## config.mk

```make
export PLATFORM = sky130hd
export DESIGN_NAME = memory_game_sequencer_flat
export DESIGN_NICKNAME = d
export VERILOG_FILES = /design/src/rtl/memory_game_sequencer_pkg.sv /design/src/rtl/memory_game_sequencer_if.sv /design/src/rtl/memory_game_sequencer_tick_gen.sv /design/src/rtl/memory_game_sequencer.sv /design/src/flat_wrapper.sv
export SDC_FILE = /design/constraint.sdc
export NUM_CORES = 1
export LEC_CHECK = 0
export BUFFER_PORTS_ARGS = -buffer_cell sky130_fd_sc_hd__buf_2
export CAP_MARGIN = 20
export CORE_MARGIN = 2
export CORE_UTILIZATION = 45
export CTS_CLUSTER_DIAMETER = 100
export CTS_CLUSTER_SIZE = 20
export DETAILED_ROUTE_END_ITERATION = 12
export PLACE_DENSITY = 0.65
export SYNTH_ARGS = -nofsm -noshare
export SYNTH_HDL_FRONTEND = slang
export SYNTH_HIERARCHICAL = 1
export SYNTH_SLANG_ARGS = --single-unit
```

## constraint.sdc

```tcl
create_clock -name clk -period 3.2 [get_ports clk]
set_input_delay 0.32 -clock clk [delete_from_list [all_inputs] [get_ports clk]]
set_output_delay 0.32 -clock clk [all_outputs]
set_load 0.005 [all_outputs]
```

## src/rtl/memory_game_sequencer_pkg.sv

```systemverilog
`default_nettype none
// ============================================================================
// Module      : mg_pkg
// Description : Shared state encoding and default sizes for the memory game
//               sequencer.
// Revision    : 1.0 - initial release
// ============================================================================
package mg_pkg;

   localparam int DEPTH_DEF = 5;
   localparam int DW_DEF    = 3;
   localparam int AW_DEF    = 3;

   typedef enum logic [2:0] {
      ST_IDLE   = 3'd0,
      ST_FILL   = 3'd1,
      ST_SHOW   = 3'd2,
      ST_SELECT = 3'd3,
      ST_GUESS  = 3'd4,
      ST_WIN    = 3'd5,
      ST_LOSE   = 3'd6
   } state_e;

endpackage
`default_nettype wire

```

## src/rtl/memory_game_sequencer_if.sv

```systemverilog
`default_nettype none
// ============================================================================
// Module      : memory_game_sequencer_if
// Description : Random-source handshake, register-file bus and display stream
//               of the memory game sequencer.
// Revision    : 1.0 - initial release
// ============================================================================
interface memory_game_sequencer_if #(
   parameter int DW = mg_pkg::DW_DEF,
   parameter int AW = mg_pkg::AW_DEF
);
   logic          rnd_valid_i;
   logic [DW-1:0] rnd_data_i;
   logic          rnd_ready_o;
   logic [AW-1:0] rf_addr_o;
   logic          rf_we_o;
   logic [DW-1:0] rf_wdata_o;
   logic          rf_re_o;
   logic [DW-1:0] rf_rdata_i;
   logic          disp_valid_o;
   logic [AW-1:0] disp_idx_o;
   logic [DW-1:0] disp_digit_o;

   // Sequencer side
   modport master (
      input  rnd_valid_i, rnd_data_i, rf_rdata_i,
      output rnd_ready_o, rf_addr_o, rf_we_o, rf_wdata_o, rf_re_o,
             disp_valid_o, disp_idx_o, disp_digit_o
   );

   // Random source / register file / display side
   modport slave (
      output rnd_valid_i, rnd_data_i, rf_rdata_i,
      input  rnd_ready_o, rf_addr_o, rf_we_o, rf_wdata_o, rf_re_o,
             disp_valid_o, disp_idx_o, disp_digit_o
   );
endinterface
`default_nettype wire

```

## src/rtl/memory_game_sequencer_tick_gen.sv

```systemverilog
`default_nettype none
// ============================================================================
// Module      : mg_tick_gen
// Description : Free-running 0..TICK_CYCLES-1 counter with synchronous clear;
//               tick_o is high on the last count of each period.
// Revision    : 1.0 - initial release
// ============================================================================
module mg_tick_gen #(
   parameter int TICK_CYCLES = 100_000_000
) (
   input  wire logic clk,
   input  wire logic rst_n,
   input  wire logic clear_i,
   output logic      tick_o
);
   localparam int            CW   = (TICK_CYCLES > 1) ? $clog2(TICK_CYCLES) : 1;
   localparam logic [CW-1:0] LAST = CW'(TICK_CYCLES - 1);

   logic [CW-1:0] cnt_q, cnt_d;

   // Next count: hold at zero while cleared, wrap after the last count
   always_comb begin
      cnt_d = cnt_q;
      if (clear_i || (cnt_q == LAST)) cnt_d = '0;
      else                            cnt_d = cnt_q + CW'(1);
   end

   // Counter register
   always_ff @(posedge clk or negedge rst_n) begin
      if (!rst_n) cnt_q <= '0;
      else        cnt_q <= cnt_d;
   end

   assign tick_o = !clear_i && (cnt_q == LAST);

endmodule
`default_nettype wire

```

## src/rtl/memory_game_sequencer.sv

```systemverilog
`default_nettype none
// ============================================================================
// Module      : memory_game_sequencer
// Description : Game controller: fills the register file from the random
//               source, plays the digits back at the tick rate, then checks
//               player guesses and tracks wrong tries.
// Revision    : 1.0 - initial release
// ============================================================================
module memory_game_sequencer
   import mg_pkg::*;
#(
   parameter int DEPTH       = DEPTH_DEF,
   parameter int DW          = DW_DEF,
   parameter int AW          = AW_DEF,
   parameter int TICK_CYCLES = 100_000_000,
   parameter int MAX_TRIES   = 3
) (
   input  wire logic                 clk,
   input  wire logic                 rst_n,
   input  wire logic                 start_i,
   input  wire logic                 confirm_i,
   input  wire logic                 check_i,
   input  wire logic                 restart_i,
   input  wire logic [7:0]           sw_i,
   memory_game_sequencer_if.master   bus,
   output logic [2:0]                state_o,
   output logic                      err_o,
   output logic                      success_o,
   output logic                      fail_o,
   output logic [1:0]                tries_o
);
   localparam logic [AW-1:0] LAST_IDX  = AW'(DEPTH - 1);
   localparam logic [1:0]    TRIES_MAX = 2'(MAX_TRIES);

   state_e        state_q, state_d;
   logic [AW-1:0] wr_ptr_q, wr_ptr_d;
   logic [AW-1:0] show_idx_q, show_idx_d;
   logic [AW-1:0] sel_addr_q, sel_addr_d;
   logic [AW-1:0] rf_addr_q, rf_addr_d;
   logic          rf_re_q, rf_re_d;
   logic          data_ok_q, data_ok_d;
   logic [1:0]    tries_q, tries_d;
   logic          err_q, err_d;
   logic          success_q, success_d;
   logic          fail_q, fail_d;
   logic          disp_valid_q, disp_valid_d;
   logic [AW-1:0] disp_idx_q, disp_idx_d;

   logic w_xfer;
   logic w_tick;
   logic w_match;

   mg_tick_gen #(.TICK_CYCLES(TICK_CYCLES)) u_tick (
      .clk     (clk),
      .rst_n   (rst_n),
      .clear_i (state_q != ST_SHOW),
      .tick_o  (w_tick)
   );

   assign w_xfer  = (state_q == ST_FILL) && bus.rnd_valid_i;
   assign w_match = (sw_i[DW-1:0] == bus.rf_rdata_i);

   // Next-state and next-output computation; restart overrides everything
   always_comb begin
      state_d    = state_q;
      wr_ptr_d   = wr_ptr_q;
      show_idx_d = show_idx_q;
      sel_addr_d = sel_addr_q;
      tries_d    = tries_q;
      data_ok_d  = data_ok_q;
      rf_re_d    = 1'b0;
      rf_addr_d  = '0;
      err_d      = 1'b0;
      if (restart_i) begin
         state_d    = ST_IDLE;
         wr_ptr_d   = '0;
         show_idx_d = '0;
         sel_addr_d = '0;
         tries_d    = '0;
         data_ok_d  = 1'b0;
      end else begin
         case (state_q)
            ST_IDLE: if (start_i) begin
               state_d  = ST_FILL;
               wr_ptr_d = '0;
               tries_d  = '0;
            end
            ST_FILL: if (w_xfer) begin
               if (wr_ptr_q == LAST_IDX) begin
                  // Read of digit 0 is issued so it arrives on the first SHOW cycle
                  state_d    = ST_SHOW;
                  wr_ptr_d   = '0;
                  show_idx_d = '0;
                  rf_re_d    = 1'b1;
               end else begin
                  wr_ptr_d = wr_ptr_q + AW'(1);
               end
            end
            ST_SHOW: begin
               rf_re_d   = 1'b1;
               rf_addr_d = show_idx_q;
               if (w_tick) begin
                  if (show_idx_q == LAST_IDX) begin
                     state_d    = ST_SELECT;
                     show_idx_d = '0;
                     rf_re_d    = 1'b0;
                     rf_addr_d  = '0;
                  end else begin
                     show_idx_d = show_idx_q + AW'(1);
                     rf_addr_d  = show_idx_q + AW'(1);
                  end
               end
            end
            ST_SELECT: if (confirm_i) begin
               if (sw_i < 8'(DEPTH)) begin
                  state_d    = ST_GUESS;
                  sel_addr_d = sw_i[AW-1:0];
                  rf_re_d    = 1'b1;
                  rf_addr_d  = sw_i[AW-1:0];
                  data_ok_d  = 1'b0;
               end else begin
                  err_d = 1'b1;
               end
            end
            ST_GUESS: begin
               rf_re_d   = 1'b1;
               rf_addr_d = sel_addr_q;
               data_ok_d = 1'b1;
               if (check_i && data_ok_q) begin
                  rf_re_d   = 1'b0;
                  rf_addr_d = '0;
                  data_ok_d = 1'b0;
                  if (w_match) begin
                     state_d = ST_WIN;
                  end else begin
                     tries_d = (tries_q == TRIES_MAX) ? tries_q : tries_q + 2'd1;
                     if (tries_q + 2'd1 == TRIES_MAX) state_d = ST_LOSE;
                     else                             state_d = ST_SELECT;
                  end
               end
            end
            default: ;
         endcase
      end
      success_d    = (state_d == ST_WIN);
      fail_d       = (state_d == ST_LOSE);
      // Display the digit whose read was issued this cycle; never on the exit edge
      disp_valid_d = (state_q == ST_SHOW) && (state_d == ST_SHOW);
      disp_idx_d   = disp_valid_d ? rf_addr_q : '0;
   end

   // State and registered outputs
   always_ff @(posedge clk or negedge rst_n) begin
      if (!rst_n) begin
         state_q      <= ST_IDLE;
         wr_ptr_q     <= '0;
         show_idx_q   <= '0;
         sel_addr_q   <= '0;
         rf_addr_q    <= '0;
         rf_re_q      <= 1'b0;
         data_ok_q    <= 1'b0;
         tries_q      <= '0;
         err_q        <= 1'b0;
         success_q    <= 1'b0;
         fail_q       <= 1'b0;
         disp_valid_q <= 1'b0;
         disp_idx_q   <= '0;
      end else begin
         state_q      <= state_d;
         wr_ptr_q     <= wr_ptr_d;
         show_idx_q   <= show_idx_d;
         sel_addr_q   <= sel_addr_d;
         rf_addr_q    <= rf_addr_d;
         rf_re_q      <= rf_re_d;
         data_ok_q    <= data_ok_d;
         tries_q      <= tries_d;
         err_q        <= err_d;
         success_q    <= success_d;
         fail_q       <= fail_d;
         disp_valid_q <= disp_valid_d;
         disp_idx_q   <= disp_idx_d;
      end
   end

   // FILL drives the write port straight from state and write pointer
   assign bus.rnd_ready_o  = (state_q == ST_FILL);
   assign bus.rf_we_o      = w_xfer;
   assign bus.rf_wdata_o   = w_xfer ? bus.rnd_data_i : '0;
   assign bus.rf_addr_o    = (state_q == ST_FILL) ? wr_ptr_q : rf_addr_q;
   assign bus.rf_re_o      = rf_re_q;
   assign bus.disp_valid_o = disp_valid_q;
   assign bus.disp_idx_o   = disp_idx_q;
   // The register file output register supplies the digit aligned with disp_idx
   assign bus.disp_digit_o = disp_valid_q ? bus.rf_rdata_i : '0;

   assign state_o   = state_q;
   assign err_o     = err_q;
   assign success_o = success_q;
   assign fail_o    = fail_q;
   assign tries_o   = tries_q;

endmodule
`default_nettype wire
```

## src/flat_wrapper.sv

```systemverilog
// flat-port wrapper written by rule: the top's interface ports become plain ports
module memory_game_sequencer_flat import mg_pkg::*;
#(
   parameter int DEPTH       = DEPTH_DEF,
   parameter int DW          = DW_DEF,
   parameter int AW          = AW_DEF,
   parameter int TICK_CYCLES = 100_000_000,
   parameter int MAX_TRIES   = 3
)
  (clk, rst_n, start_i, confirm_i, check_i, restart_i, sw_i, state_o, err_o, success_o, fail_o, tries_o, bus_rnd_valid_i, bus_rnd_data_i, bus_rf_rdata_i, bus_rnd_ready_o, bus_rf_addr_o, bus_rf_we_o, bus_rf_wdata_o, bus_rf_re_o, bus_disp_valid_o, bus_disp_idx_o, bus_disp_digit_o);
  memory_game_sequencer_if #(.DW(DW), .AW(AW)) bus_i ();
  input  wire logic clk;
  input  wire logic rst_n;
  input  wire logic start_i;
  input  wire logic confirm_i;
  input  wire logic check_i;
  input  wire logic restart_i;
  input  wire logic [7:0] sw_i;
  output logic [2:0] state_o;
  output logic err_o;
  output logic success_o;
  output logic fail_o;
  output logic [1:0] tries_o;
  input wire logic [$bits(bus_i.rnd_valid_i)-1:0] bus_rnd_valid_i;
  input wire logic [$bits(bus_i.rnd_data_i)-1:0] bus_rnd_data_i;
  input wire logic [$bits(bus_i.rf_rdata_i)-1:0] bus_rf_rdata_i;
  output wire logic [$bits(bus_i.rnd_ready_o)-1:0] bus_rnd_ready_o;
  output wire logic [$bits(bus_i.rf_addr_o)-1:0] bus_rf_addr_o;
  output wire logic [$bits(bus_i.rf_we_o)-1:0] bus_rf_we_o;
  output wire logic [$bits(bus_i.rf_wdata_o)-1:0] bus_rf_wdata_o;
  output wire logic [$bits(bus_i.rf_re_o)-1:0] bus_rf_re_o;
  output wire logic [$bits(bus_i.disp_valid_o)-1:0] bus_disp_valid_o;
  output wire logic [$bits(bus_i.disp_idx_o)-1:0] bus_disp_idx_o;
  output wire logic [$bits(bus_i.disp_digit_o)-1:0] bus_disp_digit_o;
  assign bus_i.rnd_valid_i = bus_rnd_valid_i;
  assign bus_i.rnd_data_i = bus_rnd_data_i;
  assign bus_i.rf_rdata_i = bus_rf_rdata_i;
  assign bus_rnd_ready_o = bus_i.rnd_ready_o;
  assign bus_rf_addr_o = bus_i.rf_addr_o;
  assign bus_rf_we_o = bus_i.rf_we_o;
  assign bus_rf_wdata_o = bus_i.rf_wdata_o;
  assign bus_rf_re_o = bus_i.rf_re_o;
  assign bus_disp_valid_o = bus_i.disp_valid_o;
  assign bus_disp_idx_o = bus_i.disp_idx_o;
  assign bus_disp_digit_o = bus_i.disp_digit_o;
  memory_game_sequencer #(.DEPTH(DEPTH), .DW(DW), .AW(AW), .TICK_CYCLES(TICK_CYCLES), .MAX_TRIES(MAX_TRIES)) u_core (.clk(clk), .rst_n(rst_n), .start_i(start_i), .confirm_i(confirm_i), .check_i(check_i), .restart_i(restart_i), .sw_i(sw_i), .bus(bus_i), .state_o(state_o), .err_o(err_o), .success_o(success_o), .fail_o(fail_o), .tries_o(tries_o));
endmodule
```

Word-level counts from Yosys, hierarchy flattened
Cells that the tools add are included.

Logic and storage cells: 120. Bits in registers: 53.

Equal/unequal tests: 22. Order comparisons: 1. Add/sub/neg operators: 4. Reduce and logical (&&, ||, !) cells: 19. Multiplexer cells: 60.

Operator list (count): 3-bit 2-to-1 mux (32); 27-bit by 1-bit adder with 27-bit output, second input constant (1); 27-bit == test, second input constant (1); 27-bit 2-to-1 mux (1); 3-bit == test, second input constant (5); 1-bit 2-to-1 mux (15); 3-bit by 2-bit != test with 1-bit output, second input constant (5); 3-bit case mux with 5 select lines (1); 3-bit != test, second input constant (4); 3-bit case mux with 2 select lines (2); 3-bit AND reduction (4); 3-bit nonzero test (4); 2-bit 2-to-1 mux (5); 3-bit by 2-bit == test with 1-bit output, second input constant (3); 3-bit case mux with 3 select lines (1); 8-bit by 3-bit less-than comparator with 1-bit output, second input constant (1); 3-bit by 1-bit adder with 3-bit output, second input constant (2); 2-bit nonzero test (3); 5-bit AND reduction (1); 2-bit == test, second input constant (2); 1-bit logical AND (4); 1-bit case mux with 4 select lines (1); 2-bit case mux with 2 select lines (1); 3-bit by 1-bit == test with 1-bit output, second input constant (1); other kinds (6) (6).

Longest topological paths before layout
Gate-level depths: netlist (run 1).

Depth in word-level cells: 10. Depth in mapped cells: 10.

Modules after synthesis
Netlist (run 1), hierarchy kept.

By module, submodules not included: mg_tick_gen (sequential area each 675.6 um^2, times used 1, area an instance 1507.7 um^2, cells each 162); memory_game_sequencer (sequential area each 650.6 um^2, times used 1, area an instance 1500.2 um^2, cells each 161).

Worst setup path after synthesis (run 1)
No wires, ideal clock.

Path kind: reg-to-reg. From: register u_core.u_tick.cnt_q[0]. To: register u_core.show_idx_q[0]. Arrival: 2.637 ns. Stages on the path, launching flop included: 11. Setup time: 0.118 ns. Path buffers: 1. Data required time: 3.082 ns. Slack: 0.444 ns. Period minus slack after synthesis: 2.756 ns. Cell sequence: dfrtp_1 ha_1 and4_1 buf_2 nand2b_1 or4_2 nor2_1 a41oi_1 o211a_1 a21boi_0 a21o_1.

Longest elaborated chain between the ends: 5.

Ends and longest elaborated chain: start: declaration (RTL line memory_game_sequencer_tick_gen.sv:19) `logic [CW-1:0] cnt_q, cnt_d;`; start signal: assignment (RTL line memory_game_sequencer_tick_gen.sv:31) `else cnt_q <= cnt_d;`; 27-bit == test (RTL line memory_game_sequencer_tick_gen.sv:34) `assign tick_o = !clear_i && (cnt_q == LAST);`; 1-bit logical AND (RTL line memory_game_sequencer_tick_gen.sv:34); named net u_core.w_tick (RTL line memory_game_sequencer.sv:50) `logic w_tick;`; 3-bit 2-to-1 mux; 3-bit case mux with 2 select lines; 3-bit 2-to-1 mux; end signal: assignment (RTL line memory_game_sequencer.sv:171) `show_idx_q <= show_idx_d;`; end: declaration (RTL line memory_game_sequencer.sv:37) `logic [AW-1:0] show_idx_q, show_idx_d;`.

The timed path passes the listed nets, and every way through them passes these cells. A chain may end at the register's enable or synchronous reset.

Worst setup path after layout (run 1)
From: register u_core.u_tick.cnt_q[0]. To: register u_core.fail_q (netlist: u_core/fail_o).

Longest elaborated chain between the ends: 6.

Ends and longest elaborated chain: 27-bit == test (RTL line memory_game_sequencer_tick_gen.sv:34); 1-bit logical AND (RTL line memory_game_sequencer_tick_gen.sv:34); named net u_core.w_tick (RTL line memory_game_sequencer.sv:50); 3-bit 2-to-1 mux (RTL line memory_game_sequencer.sv:102) `if (w_tick) begin`; 3-bit case mux with 5 select lines (RTL line memory_game_sequencer.sv:82) `case (state_q)`; 3-bit 2-to-1 mux (RTL line memory_game_sequencer.sv:74) `if (restart_i) begin`; named net u_core.state_d[0] (RTL line memory_game_sequencer.sv:35) `state_e state_q, state_d;`; 3-bit == test (RTL line memory_game_sequencer.sv:146) `fail_d = (state_d == ST_LOSE);`; named net u_core.fail_d (RTL line memory_game_sequencer.sv:45) `logic fail_q, fail_d;`; end signal: assignment (RTL line memory_game_sequencer.sv:179) `fail_q <= fail_d;`; end: declaration (RTL line memory_game_sequencer.sv:45).

The timed path passes the listed nets, and every way through them passes these cells.

==> impl_metrics.env, run 1 <==
export IMPL_status="completed"
export IMPL_first_pass_iters=6
export IMPL_rrSetupSlack_ns=0.22
export IMPL_antenna_cells=0
export IMPL_yosys_warnings=6
export IMPL_grtUsageTotal_pct=19.9
export IMPL_grt_pass1_vias=2442
export IMPL_power_density_nw_per_um2=330
export IMPL_layout_worst_path_cycle_share_pct=93.0
export IMPL_synthesis_nets=351
export IMPL_cp_arrival_ns=3.18
export IMPL_finalSetupViolCount=0
export IMPL_cts_resized=0
export IMPL_vias=2610
export IMPL_required_ns=3.41
export IMPL_port_buffers=44
export IMPL_timing_rr_start="u_core/u_tick/cnt_q[0]"
export IMPL_synth_area_leader_cell="dfrtp_1"
export IMPL_cts_hold_buf=0
export IMPL_fin_skew_ns=0.00897
export IMPL_fp_row_count=29
export IMPL_clk_pin_slew_ns=0.10
export IMPL_grt_first_pass_wirelength_um=11700
export IMPL_synth_edf_count=0
export IMPL_nets=396
export IMPL_cp_end_kind="register"
export IMPL_async_reset_ff_share_pct=100
export IMPL_numCtsBuffers=5
export IMPL_antenna_found_initial=0
export IMPL_ir_worst_vdd_uv=158
export IMPL_avgViaCountPerCell=5.85
export IMPL_synthTopCellsByArea="dfrtp_1, a21oi_1, nand2_1, ha_1, nor2_1"
export IMPL_die_h_um=85.8
export IMPL_synth_cell_types=60
export IMPL_cts_root_buf="clkbuf_8"
export IMPL_r2r_cells=9
export IMPL_ys_seq_area_share_pct=44.1
export IMPL_overflow=0
export IMPL_drtIter0Drc=142
export IMPL_die_area_um2=7350
export IMPL_syn_inst=323
export IMPL_coreArea_um2=6420
export IMPL_place_ws_ns=0.270
export IMPL_initial_core_util_pct=46.8
export IMPL_rsz0062_at_grt="no"
export IMPL_area_growth_pct=12.4
export IMPL_h_tree_depth=2
export IMPL_wl_per_cell_um=15.5
export IMPL_grt_max_degree=39
export IMPL_worst_setup_path_start_kind="register"
export IMPL_hold_viol=0
export IMPL_maxCapViolCount=0
export IMPL_worstSetupPathType="reg2reg"
export IMPL_worst_slew_pin_transition_ns=0.827
export IMPL_place_congestion=0.881
export IMPL_synthTopCellsByCount="dfrtp_1, nand2_1, a21oi_1"
export IMPL_n_fill_cell=621
export IMPL_route_detailed_drc=0
export IMPL_timing_rr_end="u_core/fail_o"
export IMPL_p_leak_uw=0.00147
export IMPL_synth_area_um2=3010
export IMPL_clock_sinks=53
export IMPL_slew_headroom_pct=44.9
export IMPL_die_w_um=85.8
export IMPL_dp_hpwl_um=5100
export IMPL_synthFlopType="dfrtp_1"
export IMPL_synth_top_area_share_pct=44.1
export IMPL_ys_ff_latch=53
export IMPL_crit_fanout=6
export IMPL_antenna_left=0
export IMPL_cts_tree="built"
export IMPL_layout_drive_gt1_share_pct=19.5
export IMPL_synth_most_common_cell="dfrtp_1"
export IMPL_num_io_pins=45
export IMPL_post_route_min_period_ns=2.98
export IMPL_setup_slack_ns=0.223
export IMPL_wirelength_um=6930
export IMPL_post_cts_buffers=0
export IMPL_clk_insertion_delay_late_ns=0.31
export IMPL_avgSynthCellArea_um2=9.31
export IMPL_hold_class="in2async"
export IMPL_clk_path_buf_depth=2
export IMPL_max_freq_ghz=0.336
export IMPL_slew_viol_final=0
export IMPL_fin_setup_tns_ns=0
-- power by group --
part	total [uW]	switching (uW)	internal (uW)
Clock	368	215	152
Sequential	676	4.87	671
Combinational	72.2	45.2	27.0
-- stage by stage --
| step | utilization [%] | hold WS [ns] | cell area [um2] | std cells | power (uW) |
|---|---|---|---|---|---|
| floorplan | - | 0.0244 | 3010 | 323 | 722 |
| global placement | 51.4 | 0.466 | 3300 | 438 | 761 |
| detailed placement | 51.4 | 0.471 | 3300 | 438 | 763 |
| CTS | 52.6 | 0.139 | 3380 | 446 | 1130 |
| global route | 52.6 | 0.164 | 3380 | 446 | 1160 |
| finish | 52.6 | 0.0964 | 3380 | 446 | 1120 |
-- placed cells by master (no fill, tap or decap), types with 5 or more instances in the layout --
cell and instances:
nand2_1 35, and4_1 5, o21ai_0 15, a21oi_1 27, nand4_1 9, clkbuf_8 5
nand3_1 13, nor2_1 20, nor3_1 9, a31oi_1 5, dfrtp_1 53, nor4_1 7
or3_1 7, xnor2_1 7, and3_1 8, buf_2 44, ha_1 7, inv_1 15
o31ai_1 5, or4_1 6, xor2_1 7, and2_1 6
-- logic make-up after synthesis --
family,Yosys count,synth area share (%)
compound gates,74,16.2
xor+xnor,14,4.08
mux,4,1.46
buf+inv,25,3.74
simple gates,146,27.5
flops,53,44.1
fa+ha+maj,7,2.91
-- state kept, by name, summed over array words and instances (netlist names), 2 cells and up --
signal,count
u_core/u_tick/cnt_q,27
u_core/state_o,3
u_core/rf_addr_q,3
u_core/bus.disp_idx_o,3
u_core/wr_ptr_q,3
u_core/show_idx_q,3
u_core/sel_addr_q,3
u_core/tries_o,2
-- layout make-up --
cell class                 instances  area, um2  area share, %
clock buffer                       6       72.6           2.15
clock inverter                     2       10.0          0.296
inverter                          15       56.3           1.67
multi-input combinational        245       1570           46.4
sequential                        53       1330           39.2
tap                               77       96.3           2.85
timing repair buffer              48        250           7.40
-- worst max path at each step --
stage / from / to / slack (ns) / depth (start not counted)
6_report: u_core/u_tick/cnt_q[0] / u_core/fail_o / 0.22 / 9
5_1_grt: u_core/u_tick/cnt_q[0] / u_core/fail_o / 0.11 / 9
4_1_cts: u_core/u_tick/cnt_q[0] / u_core/show_idx_q[0] / 0.27 / 9
3_5_place_dp: u_core/u_tick/cnt_q[0] / u_core/fail_o / 0.27 / 9
3_3_place_gp: u_core/u_tick/cnt_q[0] / u_core/fail_o / 0.36 / 9
2_1_floorplan: u_core/u_tick/cnt_q[0] / u_core/show_idx_q[0] / 0.44 / 10
-- worst max-delay path: stages (launching register included) --
cell      delay (ns)
dfrtp_1         0.42
ha_1            0.24
and4_1          0.38
nand2b_1        0.17
or4_2           0.70
nor2_1          0.15
a41oi_1         0.18
o21ai_0         0.25
o31a_1          0.19
and3b_2         0.21
-- metal layers --
metal	track usage [%]	share of wire, %	vias to the layer above
li1	-	-	1281
met1	30.2	52	1256
met2	29.3	43	60
met3	2.98	3.9	13
met4	6.35	1.7	0
met5	0	0	-
No activity file was read; power rests on OpenSTA's default activity.
==> inputs of run 2 (changes only) <==
--- a/config.mk
+++ b/config.mk
@@ -5,6 +5,7 @@
 export SDC_FILE = /design/constraint.sdc
 export NUM_CORES = 1
 export LEC_CHECK = 0
+export ABC_AREA = 1
 export BUFFER_PORTS_ARGS = -buffer_cell sky130_fd_sc_hd__buf_2
 export CAP_MARGIN = 20
 export CORE_MARGIN = 2
==> impl_metrics.env, run 2 <==
export IMPL_cts_tree="built"
export IMPL_drtIter0Drc=183
export IMPL_wl_per_cell_um=11.5
export IMPL_synth_most_common_cell="nand2_1"
export IMPL_whs_ns=0.00356
export IMPL_h_tree_depth=2
export IMPL_cts_hold_buf=0
export IMPL_grtUsageTotal_pct=19.4
export IMPL_cp_arrival_ns=2.58
export IMPL_cp_end_kind="register"
export IMPL_max_freq_ghz=0.419
export IMPL_synthTopCellsByArea="dfrtp_1, nand2_1, nor2_1, inv_1, xor2_1"
export IMPL_synth_area_leader_cell="dfrtp_1"
export IMPL_synth_area_um2=3170
export IMPL_clk_pin_slew_ns=0.10
export IMPL_numCtsBuffers=5
export IMPL_avgViaCountPerCell=4.80
export IMPL_grt_pass1_vias=2526
export IMPL_worst_setup_path_start_kind="register"
export IMPL_coreArea_um2=6790
export IMPL_crit_start="u_core/u_tick/cnt_q[0]"
export IMPL_slew_viol_final=0
export IMPL_layout_worst_path_cycle_share_pct=74.6
export IMPL_antenna_left=0
export IMPL_synth_cell_types=29
export IMPL_use_met3_pct=3.20
export IMPL_use_met1_pct=29.7
export IMPL_area_growth_pct=13.0
export IMPL_wirelength_um=6730
export IMPL_slowest_delay_ns=0.42
export IMPL_crit_fanout=6
export IMPL_port_buffers=44
export IMPL_synth_edf_count=0
export IMPL_grt_first_pass_wirelength_um=11800
export IMPL_worst_slew_pin_transition_ns=0.612
export IMPL_worst_path_max_delay_cell="dfrtp_1"
export IMPL_synthFlopType="dfrtp_1"
export IMPL_fin_setup_tns_ns=0
export IMPL_initial_core_util_pct=46.7
export IMPL_finalSetupViolCount=0
export IMPL_antenna_found_initial=0
export IMPL_ys_seq_area_share_pct=41.8
export IMPL_layout_drive_gt1_share_pct=19.0
export IMPL_largest_register_ffs=27
export IMPL_first_pass_iters=4
export IMPL_slew_headroom_pct=59.2
export IMPL_nets=517
export IMPL_hold_viol=0
export IMPL_synthesis_nets=468
export IMPL_dpl_cell_count=578
export IMPL_final_common_cell="nand2_1"
export IMPL_post_cts_buffers=0
export IMPL_finalPower_uw=1270
export IMPL_required_ns=3.40
export IMPL_antenna_cells=0
export IMPL_clk_path_buf_depth=2
export IMPL_regMostFlops="u_core/u_tick/cnt_q"
export IMPL_utilization_pct=52.8
export IMPL_path_cells="ha_1 > nand3_2 > inv_2 > nand2_2 > nor2_2 > nand2_2 > nor2_1 > nand3_1 > nand2_1 > nand2_1 > nand2_1 > nor2_1 > nand3_1 > nand2_2 > nand3_4 > nor2_2"
export IMPL_place_congestion=0.906
export IMPL_gr_max_usage_layer="met1"
export IMPL_layout_common_cells="nand2_1, nor2_1, dfrtp_1, inv_1, buf_2"
export IMPL_rsz0062_at_grt="no"
export IMPL_route_detailed_drc=0
export IMPL_ir_worst_vdd_uv=222
export IMPL_cts_root_buf="clkbuf_8"
export IMPL_overflow=0
export IMPL_yosys_warnings=6
export IMPL_p_leak_uw=0.00168
export IMPL_worstSetupPathType="reg2reg"
export IMPL_hold_class="in2async"
export IMPL_die_h_um=88.0
export IMPL_avgSynthCellArea_um2=7.21
export IMPL_fin_skew_ns=0.0163
export IMPL_timing_rr_start="u_core/u_tick/cnt_q[0]"
export IMPL_ys_ff_latch=53
export IMPL_vias=2810
export IMPL_post_route_min_period_ns=2.39
export IMPL_clk_insertion_delay_late_ns=0.31
export IMPL_grt_max_degree=28
export IMPL_syn_inst=440
export IMPL_layout_cells_non_filler=585
export IMPL_dp_hpwl_um=5270
export IMPL_maxCapViolCount=0
export IMPL_num_io_pins=45
export IMPL_async_reset_ff_share_pct=100
export IMPL_use_met2_pct=28.0
export IMPL_status="completed"
export IMPL_power_density_nw_per_um2=355
export IMPL_die_area_um2=7740
export IMPL_fp_row_count=30
export IMPL_die_w_um=88.0
export IMPL_synth_top_area_share_pct=41.8
export IMPL_synthTopCellsByCount="nand2_1, nor2_1, dfrtp_1"
export IMPL_cts_resized=0
export IMPL_clock_sinks=53
run 2: cell types whose count changed after synthesis, moves of 9 or more:
cell	delta
inv_2	+9
a21oi_1	-18
inv_1	+35
nor2_2	+12
nor2_1	+61
nand2_1	+93
run 2: kinds of logic after synthesis:
| group | after synthesis | share of synthesized area [%] |
|---|---|---|
| xor gates and xnor gates | 19 | 5.24 |
| DFF | 53 | 41.8 |
| buffers and inverters | 63 | 7.96 |
| adders and majority gates | 7 | 2.76 |
| AOI/OAI and AO/OA | 35 | 6.15 |
| and+or+nand+nor | 263 | 36.1 |
run 2: metrics by stage:
step                worst slack [ns]  instance area (um2)
finish                         0.814                 3590
global route                   0.567                 3590
CTS                            0.820                 3590
detailed placement             0.851                 3500
global placement               0.951                 3500
floorplan                       1.12                 3170
run 2: layer usage:
metal	vias to the layer above	share of wire, %
met3	7	6.1
met5	-	0
met1	1270	51
met2	84	41
met4	0	1.6
li1	1449	-
run 2: path summary, 6_finish.rpt:
check                                           endpoint  slack (ns)  cells after the start
worst max-delay path            u_core/bus.disp_idx_o[1]        0.81                     16
worst min-delay path             u_core/u_tick/cnt_q[21]       0.004                      1
worst max register to register  u_core/bus.disp_idx_o[1]        0.81                     16
worst min register to register    u_core/u_tick/cnt_q[0]        0.52                      1
max in group asynchronous              u_core/tries_o[0]        2.42                      2
min in group clk                            u_core/err_o        0.27                      3
run 2: critical path: cells and delay by family, from the launching register on:
kind / cells / cell delay (ns)
simple gates: 14 / 1.47
flops: 1 / 0.42
fa+ha+maj: 1 / 0.29
buf+inv: 1 / 0.08
run 2: power by group:
group	switching [uW]	internal, uW	leakage [uW]
registers	12.5	680	0.000738
logic	134	59.1	0.000903
clock network	217	172	0.0000433
total	364	911	0.00168
run 2: layout make-up:
cell class,instances,area [um2]
timing repair buffer,45,228
clock buffer,6,82.6
inverter,60,226
fill,676,3210
clock inverter,1,7.51
multi-input combinational,324,1600
tap,96,120
sequential,53,1330
==> inputs of run 3 (changes only) <==
--- a/config.mk
+++ b/config.mk
@@ -13,7 +13,7 @@
 export CTS_CLUSTER_DIAMETER = 100
 export CTS_CLUSTER_SIZE = 20
 export DETAILED_ROUTE_END_ITERATION = 12
-export PLACE_DENSITY = 0.65
+export PLACE_DENSITY = 0.68
 export SYNTH_ARGS = -nofsm -noshare
 export SYNTH_HDL_FRONTEND = slang
 export SYNTH_HIERARCHICAL = 1
==> constraint.sdc (replaced) <==
create_clock -name clk -period 2.05 [get_ports clk]
set_input_delay 0.205 -clock clk [delete_from_list [all_inputs] [get_ports clk]]
set_output_delay 0.205 -clock clk [all_outputs]
set_load 0.005 [all_outputs]
==> impl_metrics.env, run 3 (synthesis results as in run 2) <==
export IMPL_numCtsBuffers=5
export IMPL_status="completed"
export IMPL_dp_hpwl_um=5360
export IMPL_clk_insertion_delay_late_ns=0.31
export IMPL_die_w_um=88.0
export IMPL_place_ws_ns=0.0706
export IMPL_rrSetupSlack_ns=0.17
export IMPL_drtIter0Drc=166
export IMPL_cts_hold_buf=0
export IMPL_post_route_min_period_ns=1.88
export IMPL_regMostFlops="u_core/u_tick/cnt_q"
export IMPL_ir_worst_vdd_uv=237
export IMPL_overflow=0
export IMPL_die_area_um2=7740
export IMPL_power_density_nw_per_um2=537
export IMPL_cp_arrival_ns=2.08
export IMPL_layout_cells_non_filler=593
export IMPL_clock_sinks=53
export IMPL_timing_rr_start="u_core/u_tick/cnt_q[1]"
export IMPL_first_pass_iters=5
export IMPL_p_sw_uw=562
export IMPL_r2r_cells=12
export IMPL_avgViaCountPerCell=4.82
export IMPL_layout_common_cells="nand2_1, nor2_1, dfrtp_1, inv_1, buf_2"
export IMPL_antenna_found_initial=0
export IMPL_route_detailed_drc=0
export IMPL_slew_headroom_pct=54.9
export IMPL_switching_share_pct=28.5
export IMPL_crit_fanout=5
export IMPL_clk_path_buf_depth=2
export IMPL_wirelength_um=7100
export IMPL_layout_drive_gt1_share_pct=20.5
export IMPL_worst_slew_pin_transition_ns=0.677
export IMPL_nets=524
export IMPL_hold_class="in2async"
export IMPL_max_freq_ghz=0.532
export IMPL_slew_viol_final=0
export IMPL_largest_register_ffs=27
export IMPL_hold_viol=0
export IMPL_setup_slack_ns=0.169
export IMPL_vias=2860
export IMPL_coreArea_um2=6790
export IMPL_worstSetupPathType="reg2reg"
export IMPL_place_congestion=0.884
export IMPL_p_leak_uw=0.00173
export IMPL_fp_row_count=30
export IMPL_layout_worst_path_cycle_share_pct=91.7
export IMPL_worst_setup_path_start_kind="register"
export IMPL_dpl_cell_count=582
export IMPL_p_comb_share_pct=16.2
export IMPL_port_buffers=44
export IMPL_timing_rr_end="u_core/rf_addr_q[2]"
export IMPL_grt_pass1_vias=2521
export IMPL_h_tree_depth=2
export IMPL_die_h_um=88.0
export IMPL_cts_root_buf="clkbuf_8"
export IMPL_intPower_uw=1410
export IMPL_fin_skew_ns=0.00991
export IMPL_grt_max_degree=54
export IMPL_cts_tree="built"
export IMPL_path_cells="ha_2 > nand3_4 > inv_4 > nand2_4 > nor2_4 > nand2_2 > nor2_4 > buf_4 > nand2_1 > xor2_1 > nand2_1 > a31oi_1"
export IMPL_area_growth_pct=15.5
export IMPL_antenna_left=0
export IMPL_fin_setup_tns_ns=0
export IMPL_grtUsageTotal_pct=19.6
export IMPL_worst_path_max_delay_cell="dfrtp_1"
export IMPL_required_ns=2.25
export IMPL_maxCapViolCount=0
export IMPL_slowest_delay_ns=0.39
export IMPL_wl_per_cell_um=12.0
export IMPL_grt_first_pass_wirelength_um=11900
export IMPL_cp_end_kind="register"
export IMPL_clkPwrFrac_pct=29.0
export IMPL_num_io_pins=45
export IMPL_clk_pin_slew_ns=0.09
export IMPL_antenna_cells=0
export IMPL_final_common_cell="nand2_1"
export IMPL_p_seq_share_pct=54.8
export IMPL_finalSetupViolCount=0
export IMPL_initial_core_util_pct=46.7
## run 3: power by group through the flow
stage / Clock (uW) / Sequential (uW) / Combinational, uW
after global placement: 0 / 1100 / 307
after global routing: 644 / 1080 / 363
after floorplan: 0 / 1100 / 207
after CTS: 604 / 1080 / 310
after detailed placement: 0 / 1100 / 310
final: 572 / 1080 / 319
## run 3: worst max-delay path by stage
stage	slack, ns	startpoint	end
finish	0.17	u_core/u_tick/cnt_q[1]	u_core/rf_addr_q[2]
detailed placement	0.07	u_core/u_tick/cnt_q[0]	u_core/bus.disp_idx_o[1]
global placement	0.15	u_core/u_tick/cnt_q[0]	u_core/bus.disp_idx_o[0]
global route	-0.02	u_core/u_tick/cnt_q[1]	u_core/fail_o
CTS	0.04	u_core/u_tick/cnt_q[0]	u_core/bus.disp_idx_o[1]
floorplan	0.06	u_core/u_tick/cnt_q[0]	u_core/bus.disp_idx_o[0]
## run 3: routing by layer
layer | global-route usage [%] | wire, um | vias up
met3 | 3.77 | 413 | 9
li1 | - | - | 1465
met1 | 30.3 | 3590 | 1303
met2 | 28.2 | 3000 | 83
met4 | 4.76 | 99 | 0
met5 | 0 | 0 | -
## run 3: repair_timing
action                                  4_1_cts  5_1_grt
setup buffers                                 0        3
endpoints found under the setup margin        0       12
resized for setup                             0        8
## run 3: area by class of cell
type / count / area, um2
multi-input cells: 324 / 1630
inverters: 60 / 229
repair buffers: 52 / 280
clock buffers: 8 / 80.1
flip-flops and latches: 53 / 1330
well taps: 96 / 120
fillers: 644 / 3130
## run 3: critical path: cells and delay by family (launching register included)
| kind | cells | cell delay (ns) |
|---|---|---|
| adders and majority gates | 1 | 0.22 |
| buffers and inverters | 2 | 0.22 |
| DFF | 1 | 0.39 |
| xor gates and xnor gates | 1 | 0.14 |
| and+or+nand+nor | 7 | 0.58 |
| AOI/OAI and AO/OA | 1 | 0.23 |
## run 3: metrics by stage
| stage | area, um2 | util, % | hold WS, ns | total power [uW] |
|---|---|---|---|---|
| final | 3660 | 53.9 | 0.0192 | 1970 |
| after global routing | 3660 | 53.9 | 0.0835 | 2090 |
| after CTS | 3610 | 53.1 | 0.0401 | 1990 |
| after detailed placement | 3530 | 51.9 | 0.377 | 1410 |
| after global placement | 3530 | 51.9 | 0.371 | 1410 |
| after floorplan | 3180 | - | -0.0906 | 1310 |
